[config.mk]
export PLATFORM = sky130hd
export DESIGN_NAME = y_pattern_gen_flat
export DESIGN_NICKNAME = d
export VERILOG_FILES = /design/src/rtl/y_pattern_gen_if.sv /design/src/rtl/y_pattern_gen.sv /design/src/flat_wrapper.sv
export SDC_FILE = /design/constraint.sdc
export NUM_CORES = 1
export LEC_CHECK = 0
export CORE_MARGIN = 2
export CORE_UTILIZATION = 59
export DETAILED_ROUTE_END_ITERATION = 10
export GPL_ROUTABILITY_DRIVEN = 0
export GPL_TIMING_DRIVEN = 0
export PLACE_DENSITY = 0.91
export REMOVE_ABC_BUFFERS = 1
export SETUP_SLACK_MARGIN = 0.4
export SYNTH_ARGS = -nofsm -noshare
export SYNTH_HDL_FRONTEND = slang
export SYNTH_SLANG_ARGS = --single-unit
[constraint.sdc]
create_clock -name clk -period 7.1 [get_ports clk]
set_clock_uncertainty 0.15 [all_clocks]
set_input_delay 1.42 -clock clk [delete_from_list [all_inputs] [get_ports clk]]
set_output_delay 1.42 -clock clk [all_outputs]
set_load 0.1 [all_outputs]
[src/rtl/y_pattern_gen_if.sv]
`default_nettype none
// ============================================================================
// Module      : y_pattern_gen_if
// Description : Y-component video stream bundle (sync, enable, luminance)
//               driven by the pattern generator and consumed by the
//               segmentation blocks.
// Revision    : 1.0 - initial release
// ============================================================================
interface y_pattern_gen_if;

  logic       Y_hsync;
  logic       Y_vsync;
  logic       Y_de;
  logic [7:0] Y_data;

  // Source side: the pattern generator drives the stream.
  modport master (
    output Y_hsync,
    output Y_vsync,
    output Y_de,
    output Y_data
  );

  // Sink side: threshold/filter stages observe the stream.
  modport slave (
    input Y_hsync,
    input Y_vsync,
    input Y_de,
    input Y_data
  );

endinterface
`default_nettype wire

[src/rtl/y_pattern_gen.sv]
`default_nettype none
// ============================================================================
// Module      : y_pattern_gen
// Description : Raster timing generator with selectable 8-bit luminance test
//               pattern (H-ramp, V-ramp, checker, flat). Produces the
//               Y_hsync/Y_vsync/Y_de/Y_data stream plus frame bookkeeping.
// Revision    : 1.0 - initial release
// ============================================================================
module y_pattern_gen #(
  parameter logic [11:0] H_DISP   = 12'd640,
  parameter logic [11:0] H_FRONT  = 12'd16,
  parameter logic [11:0] H_SYNC   = 12'd96,
  parameter logic [11:0] H_BACK   = 12'd48,
  parameter logic [11:0] V_DISP   = 12'd480,
  parameter logic [11:0] V_FRONT  = 12'd10,
  parameter logic [11:0] V_SYNC   = 12'd2,
  parameter logic [11:0] V_BACK   = 12'd33,
  parameter logic        SYNC_POL = 1'b0
) (
  input  wire logic         clk,
  input  wire logic         rst_n,
  input  wire logic         en,
  input  wire logic [1:0]   mode,
  input  wire logic [7:0]   flat_level,
  y_pattern_gen_if.master   y_out,
  output logic              frame_done,
  output logic [15:0]       frame_cnt
);

  // Region boundaries; each line/frame is active, front porch, sync, back porch.
  localparam logic [11:0] H_TOTAL    = H_DISP + H_FRONT + H_SYNC + H_BACK;
  localparam logic [11:0] V_TOTAL    = V_DISP + V_FRONT + V_SYNC + V_BACK;
  localparam logic [11:0] H_SS_START = H_DISP + H_FRONT;
  localparam logic [11:0] H_SS_END   = H_DISP + H_FRONT + H_SYNC;
  localparam logic [11:0] V_SS_START = V_DISP + V_FRONT;
  localparam logic [11:0] V_SS_END   = V_DISP + V_FRONT + V_SYNC;
  localparam logic [11:0] H_LAST     = H_TOTAL - 12'd1;
  localparam logic [11:0] V_LAST     = V_TOTAL - 12'd1;
  localparam logic [11:0] V_DISP_END = V_DISP - 12'd1;

  // IDLE parks the counters at the origin; DRAIN finishes the current frame
  // after the run request has been withdrawn.
  typedef enum logic [1:0] {
    ST_IDLE  = 2'd0,
    ST_RUN   = 2'd1,
    ST_DRAIN = 2'd2
  } state_t;

  state_t      state_q,      state_d;
  logic [11:0] h_cnt_q,      h_cnt_d;
  logic [11:0] v_cnt_q,      v_cnt_d;
  logic [1:0]  mode_q,       mode_d;
  logic        hsync_q,      hsync_d;
  logic        vsync_q,      vsync_d;
  logic        de_q,         de_d;
  logic [7:0]  data_q,       data_d;
  logic        frame_done_q, frame_done_d;
  logic [15:0] frame_cnt_q,  frame_cnt_d;

  logic        running;
  logic        h_last;
  logic        frame_last;
  logic [11:0] h_adv;
  logic [11:0] v_adv;
  logic        de_c;
  logic        hs_c;
  logic        vs_c;
  logic [7:0]  pattern;

  // Raster position decode and the free-running counter step.
  always_comb begin
    running    = (state_q != ST_IDLE);
    h_last     = (h_cnt_q == H_LAST);
    frame_last = h_last && (v_cnt_q == V_LAST);
    de_c       = (h_cnt_q < H_DISP) && (v_cnt_q < V_DISP);
    hs_c       = (h_cnt_q >= H_SS_START) && (h_cnt_q < H_SS_END);
    // vsync depends on v_cnt only, so it spans whole lines aligned to h_cnt=0.
    vs_c       = (v_cnt_q >= V_SS_START) && (v_cnt_q < V_SS_END);
    h_adv      = h_last ? 12'd0 : (h_cnt_q + 12'd1);
    if (h_last) begin
      v_adv = (v_cnt_q == V_LAST) ? 12'd0 : (v_cnt_q + 12'd1);
    end else begin
      v_adv = v_cnt_q;
    end
  end

  // Test pattern for the current pixel using the mode latched for this frame.
  always_comb begin
    pattern = 8'h00;
    case (mode_q)
      2'd0:    pattern = h_cnt_q[7:0];
      2'd1:    pattern = v_cnt_q[7:0];
      2'd2:    pattern = (h_cnt_q[5] ^ v_cnt_q[5]) ? 8'hFF : 8'h00;
      default: pattern = flat_level;
    endcase
  end

  // Run/drain state machine, counter sequencing and per-frame mode capture.
  always_comb begin
    state_d = state_q;
    h_cnt_d = h_cnt_q;
    v_cnt_d = v_cnt_q;
    mode_d  = mode_q;
    case (state_q)
      ST_IDLE: begin
        h_cnt_d = 12'd0;
        v_cnt_d = 12'd0;
        if (en) begin
          state_d = ST_RUN;
          mode_d  = mode;
        end
      end
      ST_RUN: begin
        h_cnt_d = h_adv;
        v_cnt_d = v_adv;
        // Dropping en on the very last clock of a frame stops right there,
        // otherwise DRAIN would walk through a whole extra frame.
        if (!en) begin
          state_d = frame_last ? ST_IDLE : ST_DRAIN;
        end
      end
      ST_DRAIN: begin
        h_cnt_d = h_adv;
        v_cnt_d = v_adv;
        if (en) begin
          state_d = ST_RUN;
        end else if (frame_last) begin
          state_d = ST_IDLE;
        end
      end
      default: begin
        state_d = ST_IDLE;
        h_cnt_d = 12'd0;
        v_cnt_d = 12'd0;
      end
    endcase
    // The mode for the next frame is captured as the counters return to the
    // origin, so a mid-frame change never tears the frame being drawn.
    if (running && frame_last) begin
      mode_d = mode;
    end
  end

  // Registered stream outputs and frame bookkeeping, one clock behind counters.
  always_comb begin
    de_d         = running && de_c;
    data_d       = de_d ? pattern : 8'h00;
    hsync_d      = (running && hs_c) ? SYNC_POL : ~SYNC_POL;
    vsync_d      = (running && vs_c) ? SYNC_POL : ~SYNC_POL;
    // Counters sitting one past the last active pixel mean the output edge
    // now occurring is the one where Y_de drops after that pixel.
    frame_done_d = running && (h_cnt_q == H_DISP) && (v_cnt_q == V_DISP_END);
    frame_cnt_d  = frame_done_d ? (frame_cnt_q + 16'd1) : frame_cnt_q;
  end

  // State, counter and output registers with asynchronous clear.
  always_ff @(posedge clk or negedge rst_n) begin
    if (!rst_n) begin
      state_q      <= ST_IDLE;
      h_cnt_q      <= 12'd0;
      v_cnt_q      <= 12'd0;
      mode_q       <= 2'd0;
      hsync_q      <= ~SYNC_POL;
      vsync_q      <= ~SYNC_POL;
      de_q         <= 1'b0;
      data_q       <= 8'h00;
      frame_done_q <= 1'b0;
      frame_cnt_q  <= 16'h0000;
    end else begin
      state_q      <= state_d;
      h_cnt_q      <= h_cnt_d;
      v_cnt_q      <= v_cnt_d;
      mode_q       <= mode_d;
      hsync_q      <= hsync_d;
      vsync_q      <= vsync_d;
      de_q         <= de_d;
      data_q       <= data_d;
      frame_done_q <= frame_done_d;
      frame_cnt_q  <= frame_cnt_d;
    end
  end

  assign y_out.Y_hsync = hsync_q;
  assign y_out.Y_vsync = vsync_q;
  assign y_out.Y_de    = de_q;
  assign y_out.Y_data  = data_q;
  assign frame_done    = frame_done_q;
  assign frame_cnt     = frame_cnt_q;

endmodule
`default_nettype wire

[src/flat_wrapper.sv]
// flat-port wrapper written by rule: the top's interface ports become plain ports
module y_pattern_gen_flat 
#(
  parameter logic [11:0] H_DISP   = 12'd640,
  parameter logic [11:0] H_FRONT  = 12'd16,
  parameter logic [11:0] H_SYNC   = 12'd96,
  parameter logic [11:0] H_BACK   = 12'd48,
  parameter logic [11:0] V_DISP   = 12'd480,
  parameter logic [11:0] V_FRONT  = 12'd10,
  parameter logic [11:0] V_SYNC   = 12'd2,
  parameter logic [11:0] V_BACK   = 12'd33,
  parameter logic        SYNC_POL = 1'b0
)
  (clk, rst_n, en, mode, flat_level, frame_done, frame_cnt, y_out_Y_hsync, y_out_Y_vsync, y_out_Y_de, y_out_Y_data);
  y_pattern_gen_if y_out_i ();
  input  wire logic clk;
  input  wire logic rst_n;
  input  wire logic en;
  input  wire logic [1:0] mode;
  input  wire logic [7:0] flat_level;
  output logic frame_done;
  output logic [15:0] frame_cnt;
  output wire logic [$bits(y_out_i.Y_hsync)-1:0] y_out_Y_hsync;
  output wire logic [$bits(y_out_i.Y_vsync)-1:0] y_out_Y_vsync;
  output wire logic [$bits(y_out_i.Y_de)-1:0] y_out_Y_de;
  output wire logic [$bits(y_out_i.Y_data)-1:0] y_out_Y_data;
  assign y_out_Y_hsync = y_out_i.Y_hsync;
  assign y_out_Y_vsync = y_out_i.Y_vsync;
  assign y_out_Y_de = y_out_i.Y_de;
  assign y_out_Y_data = y_out_i.Y_data;
  y_pattern_gen #(.H_DISP(H_DISP), .H_FRONT(H_FRONT), .H_SYNC(H_SYNC), .H_BACK(H_BACK), .V_DISP(V_DISP), .V_FRONT(V_FRONT), .V_SYNC(V_SYNC), .V_BACK(V_BACK), .SYNC_POL(SYNC_POL)) u_core (.clk(clk), .rst_n(rst_n), .en(en), .mode(mode), .flat_level(flat_level), .y_out(y_out_i), .frame_done(frame_done), .frame_cnt(frame_cnt));
endmodule
==> flow_summary.json <==
{
  "setup_viol": 0,
  "cts_buffer_depth": 2,
  "min_from": "u_core.frame_cnt[15]$_DFFE_PN0P_",
  "ant_nets": 0,
  "arrival_ns": 1.95,
  "coreArea_mm2": 0.00482,
  "cp_data_required_time_ns": 5.53,
  "root_buffer": "clkbuf_8",
  "grt_usage_pct": 25.1,
  "hold_viol": 0,
  "post_cts.repair.setup_buffers": 0,
  "period_share_pct": 49.6,
  "portBuffers": 40,
  "ir_worst_vdd_mv": 0.205,
  "grt_pass1_wl_um": 10800,
  "yosys-top-cells-area": "dfrtp_1, xnor2_1, ha_1",
  "ys_seq_elements": 56,
  "drc": 0,
  "crit_slowest_cell": "clkdlybuf4s50_1",
  "synth_area_per_cell_um2": 10.1,
  "netlist_instances": 298,
  "vias_per_cell": 5.99,
  "vias": 2406,
  "hold_class": "register to register",
  "yosysWarnings": 0,
  "finalWorstSetupSlack_ns": 3.58,
  "p_leak_uw": 0.00144,
  "die_width_um": 75.3,
  "mostFrequentLayoutCells": "dfrtp_1, clkdlybuf4s50_1, nor2_1",
  "drt_iter0_drc": 217,
  "rows": 25,
  "cts.sinks": 56,
  "grt_max_degree": 32,
  "grt_setup_unrepaired": "no",
  "clk_pin_slew_worst_paths_ns": 0.10,
  "cts_tree": "yes",
  "cp.buffers_inverters": 1,
  "synth_top_area_cell": "dfrtp_1",
  "place_worst_setup_slack_ns": 3.92,
  "startpoint_type": "register",
  "slew_viol_final": 0,
  "status": "completed",
  "cts_buffers": 5,
  "grt_pass1_vias": 2313,
  "die_h_um": 75.3,
  "antenna_found_initial": 0,
  "criticalPathCategory": "register to output pin",
  "power_density_mw_per_mm2": 263,
  "die_area_mm2": 0.00566,
  "syn_to_final_growth_pct": 17.7,
  "synth_top_area_share_pct": 45.1,
  "nNetsFinal": 357,
  "hpwl_um": 4790,
  "post_route_cells_drive_above_1_share_pct": 6.87,
  "post_drt_wl_per_cell_um": 16.2,
  "antennaDiodeCount": 0,
  "synth_cell_types": 55,
  "ys_seq_area_share_pct": 46.9,
  "layout_commonest_cell": "dfrtp_1",
  "synth_area_mm2": 0.00300,
  "cp-end-kind": "output pin",
  "tightest_slew_ns": 0.993,
  "max_cap_violations": 0,
  "crit_fanout": 1,
  "htreeDepth": 2,
  "gr-total-overflow": 0,
  "path_cells": "clkdlybuf4s50_1",
  "fin_tns_setup_ns": 0,
  "dr.pass1.iters": 5,
  "clock.fmax_mhz": 284,
  "clkLatencyLatePin_ns": 0.31,
  "start_util_pct": 62.2,
  "r2r-start": "u_core.state_q[0]$_DFFE_PN0P_",
  "period_needed_ns": 3.52,
  "crit_family": "buffers and inverters",
  "ctsHoldBuffers": 0,
  "critPathMaxStageDelay_ns": 1.12,
  "wirelength_um": 6500,
  "num_io_pins": 41,
  "crit_path_start": "u_core.y_out.Y_vsync$_DFF_PN1_",
  "slew_headroom_pct": 33.6,
  "cts_resized": 0
}
synthesized netlist by cell type, drive strengths merged:
library cell  count
and4              2
or4               4
or3               6
nand4            11
o211ai            1
o31a              1
nor2             27
dfstp             2
ha               10
a221oi            7
mux2i             7
nand3            11
a22oi             2
nand2            21
buf               4
nand2b            2
nand3b            1
o21a              4
or4bb             1
xnor2            19
a41oi             1
nor3             10
nor4bb            1
and2              5
mux2              3
o22ai             1
a22o              1
a21o              1
clkbuf            8
xor2              8
dfrtp            54
o21ai            15
nand4b            1
or4b              1
a21oi             4
nor4b             2
inv              15
nor4              3
nor2b             5
a32oi             1
nor3b             2
o31ai             3
a21boi            6
and3              2
or2               2
cell families after synthesis:
family,count (synthesis),synth area share [%]
buffers and inverters,27,3.84
muxes,10,3.47
adders and majority gates,10,4.18
xor gates and xnor gates,27,8.15
DFF,56,46.9
AOI/OAI and AO/OA,48,10.9
and+or+nand+nor,120,22.6
layout make-up:
| cell class | instances | area, um2 |
|---|---|---|
| clock inverters | 2 | 16.3 |
| repair buffers | 41 | 415 |
| multi-input cells | 215 | 1480 |
| inverters | 15 | 56.3 |
| fillers | 335 | 1290 |
| flip-flops and latches | 56 | 1400 |
| well taps | 67 | 83.8 |
| clock buffers | 6 | 72.6 |
metal layers:
| layer | global-route usage (%) | wire (um) | up-vias | share of wire, % |
|---|---|---|---|---|
| met5 | 0 | 0 | - | 0 |
| met4 | 7.60 | 121 | 0 | 1.9 |
| met3 | 4.02 | 426 | 12 | 6.6 |
| met2 | 42.7 | 3320 | 119 | 51 |
| met1 | 33.2 | 2620 | 1156 | 40 |
| li1 | - | - | 1119 | - |
stage by stage:
step	instances	instance area (um2)	hold slack [ns]	utilization, %	total power, uW
3_5_place_dp	394	3440	0.323	71.3	757
4_1_cts	402	3520	0.337	73.2	928
3_3_place_gp	393	3420	0.310	71.0	743
5_1_grt	402	3520	0.362	73.2	975
2_1_floorplan	286	2940	0.343	-	653
6_report	402	3520	0.345	73.2	927
worst paths after layout:
check	end	slack, ns	cells after the start
setup / recovery	y_out_Y_vsync	3.58	1
hold / removal	u_core.frame_cnt[15]$_DFFE_PN0P_	0.35	1
setup reg to reg	u_core.frame_cnt[14]$_DFFE_PN0P_	4.02	7
hold reg to reg	u_core.frame_cnt[15]$_DFFE_PN0P_	0.35	1
max in group asynchronous	u_core.y_out.Y_hsync$_DFF_PN1_	5.21	2
min in group asynchronous	u_core.frame_cnt[9]$_DFFE_PN0P_	0.94	1
state kept, by name, indices dropped and copies added, names as in the netlist, 2 cells and up:
register / cells
u_core.v_cnt_q: 12
u_core.state_q: 2
u_core.y_out.Y_data: 8
u_core.frame_cnt: 16
u_core.h_cnt_q: 12
u_core.mode_q: 2
power by group:
group	total [uW]	internal (uW)	switching [uW]
clock network	172	70.4	101
logic	363	108	255
registers	392	351	41.7
No activity file was read; power rests on OpenSTA's default activity.
